## src/rtl/bcd_pkg.sv

```systemverilog
// bcd_pkg: shared types and constants for the sequential binary-to-BCD converter.
//   state_t      : converter FSM states (IDLE, CONV, FIN)
//   ADJ_THRESH   : digit value at or above which the +3 correction is applied
//   ADJ_ADD      : correction added before each shift
//   int_digits() : decimal digits needed to hold 2^w-1
//   pow10()      : 10^d, used as the overflow threshold
package bcd_pkg;
    typedef enum logic [1:0] {IDLE, CONV, FIN} state_t;
    localparam logic [3:0] ADJ_THRESH = 4'd5;
    localparam logic [3:0] ADJ_ADD = 4'd3;
    function automatic int int_digits(input int w);
        longint unsigned m;
        int d;
        m = (64'd1 << w) - 64'd1;
        d = 1;
        while (m >= 64'd10) begin
            m = m / 64'd10;
            d++;
        end
        return d;
    endfunction
    function automatic longint unsigned pow10(input int d);
        longint unsigned p;
        p = 64'd1;
        for (int i = 0; i < d; i++) p = p * 64'd10;
        return p;
    endfunction
endpackage

```

## src/rtl/bcd_digit_adj.sv

```systemverilog
// bcd_digit_adj: single-digit double-dabble correction (d >= 5 ? d + 3 : d).
//   d : current BCD digit of the scratch register
//   q : corrected digit, ready to be shifted left
module bcd_digit_adj
    import bcd_pkg::*;
(
    input  logic [3:0] d,
    output logic [3:0] q
);
    assign q = (d >= ADJ_THRESH) ? d + ADJ_ADD : d;
endmodule

```

## src/rtl/bin2bcd_seq.sv

```systemverilog
// bin2bcd_seq: sequential double-dabble binary-to-BCD converter, one shift per clock.
//   clk   : system clock, rising edge
//   rst_n : synchronous active-low reset
//   start : conversion request, accepted in IDLE or FIN
//   bin   : binary value, captured on an accepted start
//   busy  : high while shifting
//   done  : one-cycle pulse when bcd/ovf have just been updated
//   bcd   : packed BCD result, most-significant digit in the top nibble
//   ovf   : captured value was >= 10^DIGITS
module bin2bcd_seq
    import bcd_pkg::*;
#(
    parameter int IN_W   = 16,
    parameter int DIGITS = 4,
    parameter bit SAT    = 1'b1
) (
    input  logic                  clk,
    input  logic                  rst_n,
    input  logic                  start,
    input  logic [IN_W-1:0]       bin,
    output logic                  busy,
    output logic                  done,
    output logic [4*DIGITS-1:0]   bcd,
    output logic                  ovf
);
    // Scratch is wide enough for 2^IN_W-1, so nothing is lost before the output is trimmed.
    localparam int INT_D = int_digits(IN_W);
    localparam int SW = 4 * INT_D;
    localparam int CW = (IN_W > 1) ? $clog2(IN_W) : 1;
    localparam longint unsigned LIM = pow10(DIGITS);

    state_t state, state_n;
    logic [IN_W-1:0] shift, shift_n;
    logic [SW-1:0] scratch, scratch_n, adj;
    logic [SW+IN_W-1:0] cat_n;
    logic [CW-1:0] cnt;
    logic ovf_pend, accept, last;
    logic [4*DIGITS-1:0] res;

    for (genvar i = 0; i < INT_D; i++) begin : g_adj
        bcd_digit_adj u_adj (.d(scratch[4*i +: 4]), .q(adj[4*i +: 4]));
    end

    // The result is taken from the post-shift scratch so it lands on the edge entering FIN.
    always_comb begin
        accept    = start && (state == IDLE || state == FIN);
        last      = (state == CONV) && (cnt == CW'(IN_W - 1));
        cat_n     = {adj, shift} << 1;
        scratch_n = cat_n[SW+IN_W-1:IN_W];
        shift_n   = cat_n[IN_W-1:0];
        res       = (SAT && ovf_pend) ? {DIGITS{4'h9}} : (4*DIGITS)'(scratch_n);
        state_n   = accept ? CONV : (state == CONV) ? (last ? FIN : CONV) : IDLE;
    end

    always_ff @(posedge clk) begin
        if (!rst_n) begin
            state    <= IDLE;
            shift    <= '0;
            scratch  <= '0;
            cnt      <= '0;
            ovf_pend <= 1'b0;
            bcd      <= '0;
            ovf      <= 1'b0;
        end else begin
            state <= state_n;
            if (accept) begin
                shift    <= bin;
                scratch  <= '0;
                cnt      <= '0;
                ovf_pend <= 64'(bin) >= LIM;
            end else if (state == CONV) begin
                shift   <= shift_n;
                scratch <= scratch_n;
                cnt     <= cnt + 1'b1;
            end
            if (last) begin
                bcd <= res;
                ovf <= ovf_pend;
            end
        end
    end

    assign busy = (state == CONV);
    assign done = (state == FIN);
endmodule

```

## config.mk

```make
export PLATFORM = sky130hd
export DESIGN_NAME = bin2bcd_seq
export DESIGN_NICKNAME = d
export VERILOG_FILES = /design/src/rtl/bcd_pkg.sv /design/src/rtl/bcd_digit_adj.sv /design/src/rtl/bin2bcd_seq.sv
export SDC_FILE = /design/constraint.sdc
export NUM_CORES = 1
export LEC_CHECK = 0
export CORE_AREA = 10 10 79 81
export CTS_BUF_LIST = sky130_fd_sc_hd__clkbuf_16
export DETAILED_ROUTE_END_ITERATION = 8
export DIE_AREA = 0 0 89 91
export HOLD_SLACK_MARGIN = 0.15
export PLACE_DENSITY = 0.8
export SLEW_MARGIN = 20
export SYNTH_ARGS = -nofsm -noshare
export SYNTH_HDL_FRONTEND = slang
export SYNTH_SLANG_ARGS = --single-unit
```

## constraint.sdc

```tcl
create_clock -name clk -period 2 [get_ports clk]
set_input_delay 0.4 -clock clk [delete_from_list [all_inputs] [get_ports clk]]
set_output_delay 0.4 -clock clk [all_outputs]
set_load 0.02 [all_outputs]
```

=== Word level (Yosys, flattened, before mapping) ===
Index checks and enable logic that the tools add are counted.

* Register bits after elaboration: 60
* Input port bits: 19
* Output and inout bits: 19
* Logic and storage cells: 43

* $add $sub $neg: 6
* Magnitude comparators: 6
* Eq/ne operators: 3
* Multiplexer cells: 11
* Bitwise logic cells: 2
* Reduce and logical (&&, ||, !) cells: 7

{| class="wikitable"
|+ Operators by type and width
! operator !! count
|-
| $mux W16 || 3
|-
| $ge A4 B3 Y1 const B || 5
|-
| $add A4 B2 Y4 const B || 4
|-
| $ge A16 B14 Y1 const B || 1
|-
| $mux W4 || 4
|-
| $add A4 B1 Y4 const B || 1
|-
| $eq A4 B4 Y1 const B || 1
|-
| $add A3 B2 Y3 const B || 1
|-
| $mux W3 || 1
|-
| $reduce_or A3 Y1 || 1
|-
| $eq A2 B1 Y1 const B || 1
|-
| $eq A2 B2 Y1 const B || 1
|-
| $logic_and A1 B1 Y1 || 2
|-
| $logic_not A2 Y1 || 1
|-
| $mux W1 || 2
|-
| $mux W2 || 1
|-
| $not A1 Y1 || 2
|-
| $reduce_bool A2 Y1 || 1
|-
| $reduce_or A2 Y1 || 1
|-
| $logic_or A1 B1 Y1 || 1
|}

=== Depth between registers and ports, before layout ===
* Word-level depth: 5
* Gate-level depth with buffers: 7
* Gate-level depth less buffers: 6

=== Hierarchy ===
From an unflattened synthesis, not the netlist that was laid out.

* Cell total of the unflattened synthesis: 316
* Area, all modules: 2666.3 um2

{| class="wikitable"
|+ By module, submodules not included
! module !! instances !! cells an instance !! area an instance (um2) !! sequential area each (um2)
|-
| bin2bcd_seq || 1 || 252 || 2260.9 || 1121.1
|-
| bcd_digit_adj || 4 || 16 || 101.3 || 0.0
|}

=== Least setup slack after synthesis ===
Ideal clock, no wire load.

* Path kind: reg2reg
* From: register cnt[0]
* To: register bcd[10]
* Setup time: 117 ps
* Arrival: 1308 ps
* Required time: 1883 ps
* Setup slack: 575 ps
* Stages on the path, launching flop included: 7
* Path buffers: 2
* Clock period less this slack: 1425 ps
* Cells stage by stage: dfxtp_1 -> ha_1 -> nand3_2 -> or2_1 -> buf_6 -> buf_6 -> a32o_1

* Longest elaborated chain between the ends: 2

{| class="wikitable"
|+ RTL lines
! item !! RTL line !! RTL
|-
| start, declared || bin2bcd_seq.sv:36 || <nowiki>logic [CW-1:0] cnt;</nowiki>
|-
| start signal, assigned || bin2bcd_seq.sv:74 || <nowiki>cnt <= cnt + 1'b1;</nowiki>
|-
| $eq A4 B4 Y1 || bin2bcd_seq.sv:47 || <nowiki>last = (state == CONV) && (cnt == CW'(IN_W - 1));</nowiki>
|-
| $logic_and A1 B1 Y1 || bin2bcd_seq.sv:47 ||
|-
| end signal, assigned || bin2bcd_seq.sv:77 || <nowiki>bcd <= res;</nowiki>
|-
| end, declared || bin2bcd_seq.sv:23 || <nowiki>output logic [4*DIGITS-1:0] bcd,</nowiki>
|}

Every way passes these cells.
A chain may end at the register's enable or synchronous reset.

=== Worst setup path in the final report ===
* From: register state[0]
* To: output busy

* Longest elaborated chain between the ends: 1

{| class="wikitable"
|+ RTL lines
! item !! RTL line !! RTL
|-
| start, declared || bin2bcd_seq.sv:32 || <nowiki>state_t state, state_n;</nowiki>
|-
| start signal, assigned || bin2bcd_seq.sv:65 || <nowiki>state <= state_n;</nowiki>
|-
| $eq A2 B1 Y1 || bin2bcd_seq.sv:83 || <nowiki>assign busy = (state == CONV);</nowiki>
|-
| end, declared || bin2bcd_seq.sv:21 || <nowiki>output logic busy,</nowiki>
|}

Every way passes these cells.

==> run_summary.xml <==
<?xml version="1.0" encoding="UTF-8"?>
<metrics>
  <group name="yosys">
    <metric name="synth_area_leaders" unit="">sky130_fd_sc_hd__dfxtp_1, sky130_fd_sc_hd__nand2_1, sky130_fd_sc_hd__nor2_1</metric>
    <metric name="yosys.area_share.simple" unit="">0.186</metric>
    <metric name="synthArstFlopShare" unit="">0</metric>
    <metric name="synth_top_family_by_area" unit="">compound AO/OA/AOI/OAI gates</metric>
    <metric name="synth-xor-area-share" unit="">0.0251</metric>
    <metric name="synthesis.area" unit="µm²">2450</metric>
    <metric name="post_synth.cell_area_avg" unit="µm²">8.90</metric>
    <metric name="number_of_warnings_issued_by_yosys" unit="">0</metric>
    <metric name="yosysUniqueCellTypes" unit="">35</metric>
    <metric name="postSynthCellCount" unit="">275</metric>
    <metric name="synth-main-ff-cell" unit="">sky130_fd_sc_hd__dfxtp_1</metric>
    <metric name="synth-seq-area-share" unit="">0.458</metric>
    <metric name="synth_adder_area_share" unit="">0.0460</metric>
    <metric name="netlist.top_cell.by_area" unit="">sky130_fd_sc_hd__dfxtp_1</metric>
    <metric name="seq_cells_post_synth" unit="">56</metric>
    <metric name="muxShareOfSynthArea" unit="">0.0204</metric>
    <metric name="syn-num-nets" unit="">303</metric>
    <metric name="share_of_the_synthesized_area_in_the_top_cell_type" unit="">0.458</metric>
    <metric name="synth-compound-area-share" unit="">0.208</metric>
    <metric name="number_of_flops_mapped_to_enable_cells_by_yosys" unit="">0</metric>
  </group>
  <group name="finish">
    <metric name="layout.cells.most_common_list" unit="">sky130_fd_sc_hd__dfxtp_1, sky130_fd_sc_hd__clkdlybuf4s50_1, sky130_fd_sc_hd__nand2_1</metric>
    <metric name="num_antenna_cells" unit="">0</metric>
    <metric name="area_delta_synth_final" unit="%">23.7</metric>
    <metric name="finalNetCount" unit="">339</metric>
    <metric name="layout_commonest_cell" unit="">sky130_fd_sc_hd__dfxtp_1</metric>
    <metric name="layout.filler_cells" unit="">407</metric>
    <metric name="finalNonFillerCells" unit="">366</metric>
    <metric name="finalCoreUtilization" unit="">0.650</metric>
    <metric name="design_area" unit="µm²">3030</metric>
    <metric name="post_route_cells_drive_above_1_share" unit="">0.0673</metric>
  </group>
  <group name="placement">
    <metric name="dp_slack" unit="ps">94.8</metric>
    <metric name="routability_driven_placement_congestion_ratio" unit="">0.775</metric>
    <metric name="placed_cells" unit="">358</metric>
    <metric name="detailed_place.area" unit="µm²">2880</metric>
    <metric name="port-buffer-count" unit="">37</metric>
    <metric name="hpwlAfterDp" unit="µm">4120</metric>
  </group>
  <group name="route">
    <metric name="antenna_left" unit="">0</metric>
    <metric name="drtIter0Drc" unit="">136</metric>
    <metric name="route.detailed.vias_per_inst" unit="">5.80</metric>
    <metric name="detail_route.first_pass.iterations" unit="">4</metric>
    <metric name="drt_drc_violations_left" unit="">0</metric>
    <metric name="post_detailed_routing_wire_length" unit="µm">5640</metric>
    <metric name="wire_per_inst" unit="µm">15.4</metric>
    <metric name="vias" unit="">2122</metric>
  </group>
  <group name="min_path">
    <metric name="min_to" unit="">scratch[13]</metric>
    <metric name="timing.hold.worst.class" unit="">reg2reg</metric>
    <metric name="worst_hold_startpoint" unit="">scratch[13]</metric>
    <metric name="whs_path_depth" unit="">2</metric>
  </group>
  <group name="die">
    <metric name="placementRows" unit="">25</metric>
    <metric name="fp.coreArea" unit="µm²">4660</metric>
    <metric name="die_height" unit="µm">91</metric>
    <metric name="floorplan.die_area" unit="µm²">8100</metric>
    <metric name="starting_density_of_the_core" unit="">0.525</metric>
    <metric name="ioPinCount" unit="">38</metric>
    <metric name="die_w" unit="µm">89</metric>
  </group>
  <group name="power_and_ir_drop">
    <metric name="p_leak" unit="nW">1.13</metric>
    <metric name="power_frac_seq" unit="">0.505</metric>
    <metric name="power" unit="mW">2.37</metric>
    <metric name="switchingPower" unit="mW">0.610</metric>
    <metric name="vdd_drop_max" unit="mV">0.459</metric>
    <metric name="power-per-cell-area" unit="nW/µm²">783</metric>
    <metric name="internal_power" unit="mW">1.76</metric>
    <metric name="power_frac_comb" unit="">0.116</metric>
    <metric name="clockPowerShare" unit="">0.379</metric>
    <metric name="net_sw_frac" unit="">0.257</metric>
  </group>
  <group name="timing">
    <metric name="fin_hold_ws" unit="ps">476</metric>
    <metric name="setup_viol" unit="">0</metric>
    <metric name="min_period_over_period" unit="">0.951</metric>
    <metric name="grt_setup_unrepaired" unit="">no</metric>
    <metric name="worst_pin_slew" unit="ps">460</metric>
    <metric name="slew-limit-headroom" unit="">0.693</metric>
    <metric name="maxSlewViolCount" unit="">0</metric>
    <metric name="fmaxAchievable" unit="GHz">0.526</metric>
    <metric name="post-route-min-period" unit="ps">1900</metric>
    <metric name="worst_slack" unit="ps">97.7</metric>
    <metric name="fin_tns_setup" unit="ps">0</metric>
    <metric name="clock_skew" unit="ps">7.87</metric>
    <metric name="final_hold_vio_count" unit="">0</metric>
  </group>
  <group name="global_route">
    <metric name="antenna_found_initial" unit="">0</metric>
    <metric name="largest_net_degree_at_the_start_of_global_routing" unit="">30</metric>
    <metric name="wire_length_of_the_first_global_routing_pass" unit="µm">9280</metric>
    <metric name="globalRouteTotalUtil" unit="">0.141</metric>
    <metric name="via_count_of_the_first_global_routing_pass" unit="">2031</metric>
    <metric name="overflow" unit="">0</metric>
  </group>
  <group name="setup_path">
    <metric name="worstPathMaxFanout" unit="">10</metric>
    <metric name="critical_path.startpoint_type" unit="">flip-flop</metric>
    <metric name="timing.critical_path.cells" unit="">nand2b_4 &gt; inv_1 &gt; clkdlybuf4s50_1</metric>
    <metric name="criticalPathCategory" unit="">reg2out</metric>
    <metric name="cp_max_stage_cell" unit="">sky130_fd_sc_hd__clkdlybuf4s50_1</metric>
    <metric name="critical_path_required" unit="ps">1600</metric>
    <metric name="timing.critical_path.buf_inv" unit="">2</metric>
    <metric name="critical_path.reg2reg.startpoint" unit="">cnt[0]</metric>
    <metric name="critPathTopFamily" unit="">buffers and inverters</metric>
    <metric name="timing.reg2reg.worst_path_depth" unit="">5</metric>
    <metric name="arrival" unit="ps">1500</metric>
    <metric name="reg2reg_setup_slack" unit="ps">330</metric>
    <metric name="capture_point_of_the_worst_reg_to_reg_path" unit="">bcd[2]</metric>
    <metric name="end_kind" unit="">output pin</metric>
    <metric name="slowest_delay" unit="ps">610</metric>
  </group>
  <group name="clock_tree">
    <metric name="clock-sinks" unit="">56</metric>
    <metric name="cts_tree" unit="">yes</metric>
    <metric name="worst_setup_hold_path_clk_slew" unit="ps">80</metric>
    <metric name="cts_max_path_buffers" unit="">2</metric>
    <metric name="clk-insertion-delay-late" unit="ps">300</metric>
    <metric name="cts-buffers-inserted" unit="">5</metric>
    <metric name="clock_root_buffer" unit="">sky130_fd_sc_hd__clkbuf_16</metric>
    <metric name="cts_hold_repair.buffers" unit="">0</metric>
    <metric name="cts_setup_buffers" unit="">0</metric>
    <metric name="cts.repair.resized" unit="">0</metric>
    <metric name="cts_htree_levels" unit="">2</metric>
  </group>
  <group name="status">
    <metric name="status" unit="">completed</metric>
  </group>
  <group name="flow_run">
    <metric name="max_cap_violations" unit="">0</metric>
  </group>
</metrics>
==> sequential cells by signal, indices dropped and copies added (netlist names) <==
register and flops:
shift 16, ovf_pend 1, ovf 1, state 2, cnt 4, scratch 16
bcd 16
==> cell type report <==
| class | instances | area (µm²) | area share |
|---|---|---|---|
| Tap cell | 54 | 67.6 | 0.0223 |
| Clock inverter | 3 | 27.5 | 0.00909 |
| Sequential cell | 56 | 1120 | 0.370 |
| Multi-Input combinational cell | 190 | 1190 | 0.392 |
| Timing Repair Buffer | 47 | 458 | 0.151 |
| Inverter | 11 | 41.3 | 0.0136 |
| Clock buffer | 5 | 125 | 0.0413 |
==> Yosys cell counts, types with 8 or more instances <==
library cell,number
sky130_fd_sc_hd__a211oi_1,8
sky130_fd_sc_hd__a21oi_1,18
sky130_fd_sc_hd__a311oi_1,8
sky130_fd_sc_hd__buf_2,9
sky130_fd_sc_hd__dfxtp_1,56
sky130_fd_sc_hd__ha_1,9
sky130_fd_sc_hd__inv_1,11
sky130_fd_sc_hd__nand2_1,33
sky130_fd_sc_hd__nor2_1,31
sky130_fd_sc_hd__nor3_1,10
sky130_fd_sc_hd__o21ai_0,11
==> power groups by stage <==
stage / Sequential, mW / Combinational [mW] / Clock (mW)
detailed placement: 1.22 / 0.275 / 0
floorplan: 1.21 / 0.182 / 0
global placement: 1.22 / 0.267 / 0
finish: 1.20 / 0.275 / 0.898
global route: 1.21 / 0.304 / 0.963
CTS: 1.20 / 0.275 / 0.916
==> per-layer routing <==
layer  part of all wire  track usage  vias up
met4             0.0098       0.0398        0
met2               0.47        0.232       53
li1                   -            -     1055
met3              0.066       0.0420        6
met1               0.45        0.173     1008
met5                  0            0        -
==> worst min-delay path: stages (launching register included) <==
cell                        delay (ps)
sky130_fd_sc_hd__dfxtp_1           320
sky130_fd_sc_hd__nand2_1            50
sky130_fd_sc_hd__o2bb2ai_1          60
==> worst max-delay path by stage <==
stage | endpoint | from | slack (ps) | depth (start not counted)
2_1_floorplan | bcd[10] | cnt[0] | 570 | 6
4_1_cts | busy | state[0] | 80 | 3
5_1_grt | busy | state[0] | 20 | 3
3_3_place_gp | ovf_pend | bin[7] | 140 | 5
6_report | busy | state[0] | 100 | 3
3_5_place_dp | ovf_pend | bin[7] | 90 | 5
==> cell families (layout without fill, tap and decap cells) <==
kind of cell,count (synthesis),in the layout
buffers and inverters,29,66
adders and majority gates,9,9
and+or+nand+nor,96,96
DFF,56,56
muxes,5,5
AOI/OAI and AO/OA,73,73
xor gates and xnor gates,7,7
Power figures use the tool's default switching activity.
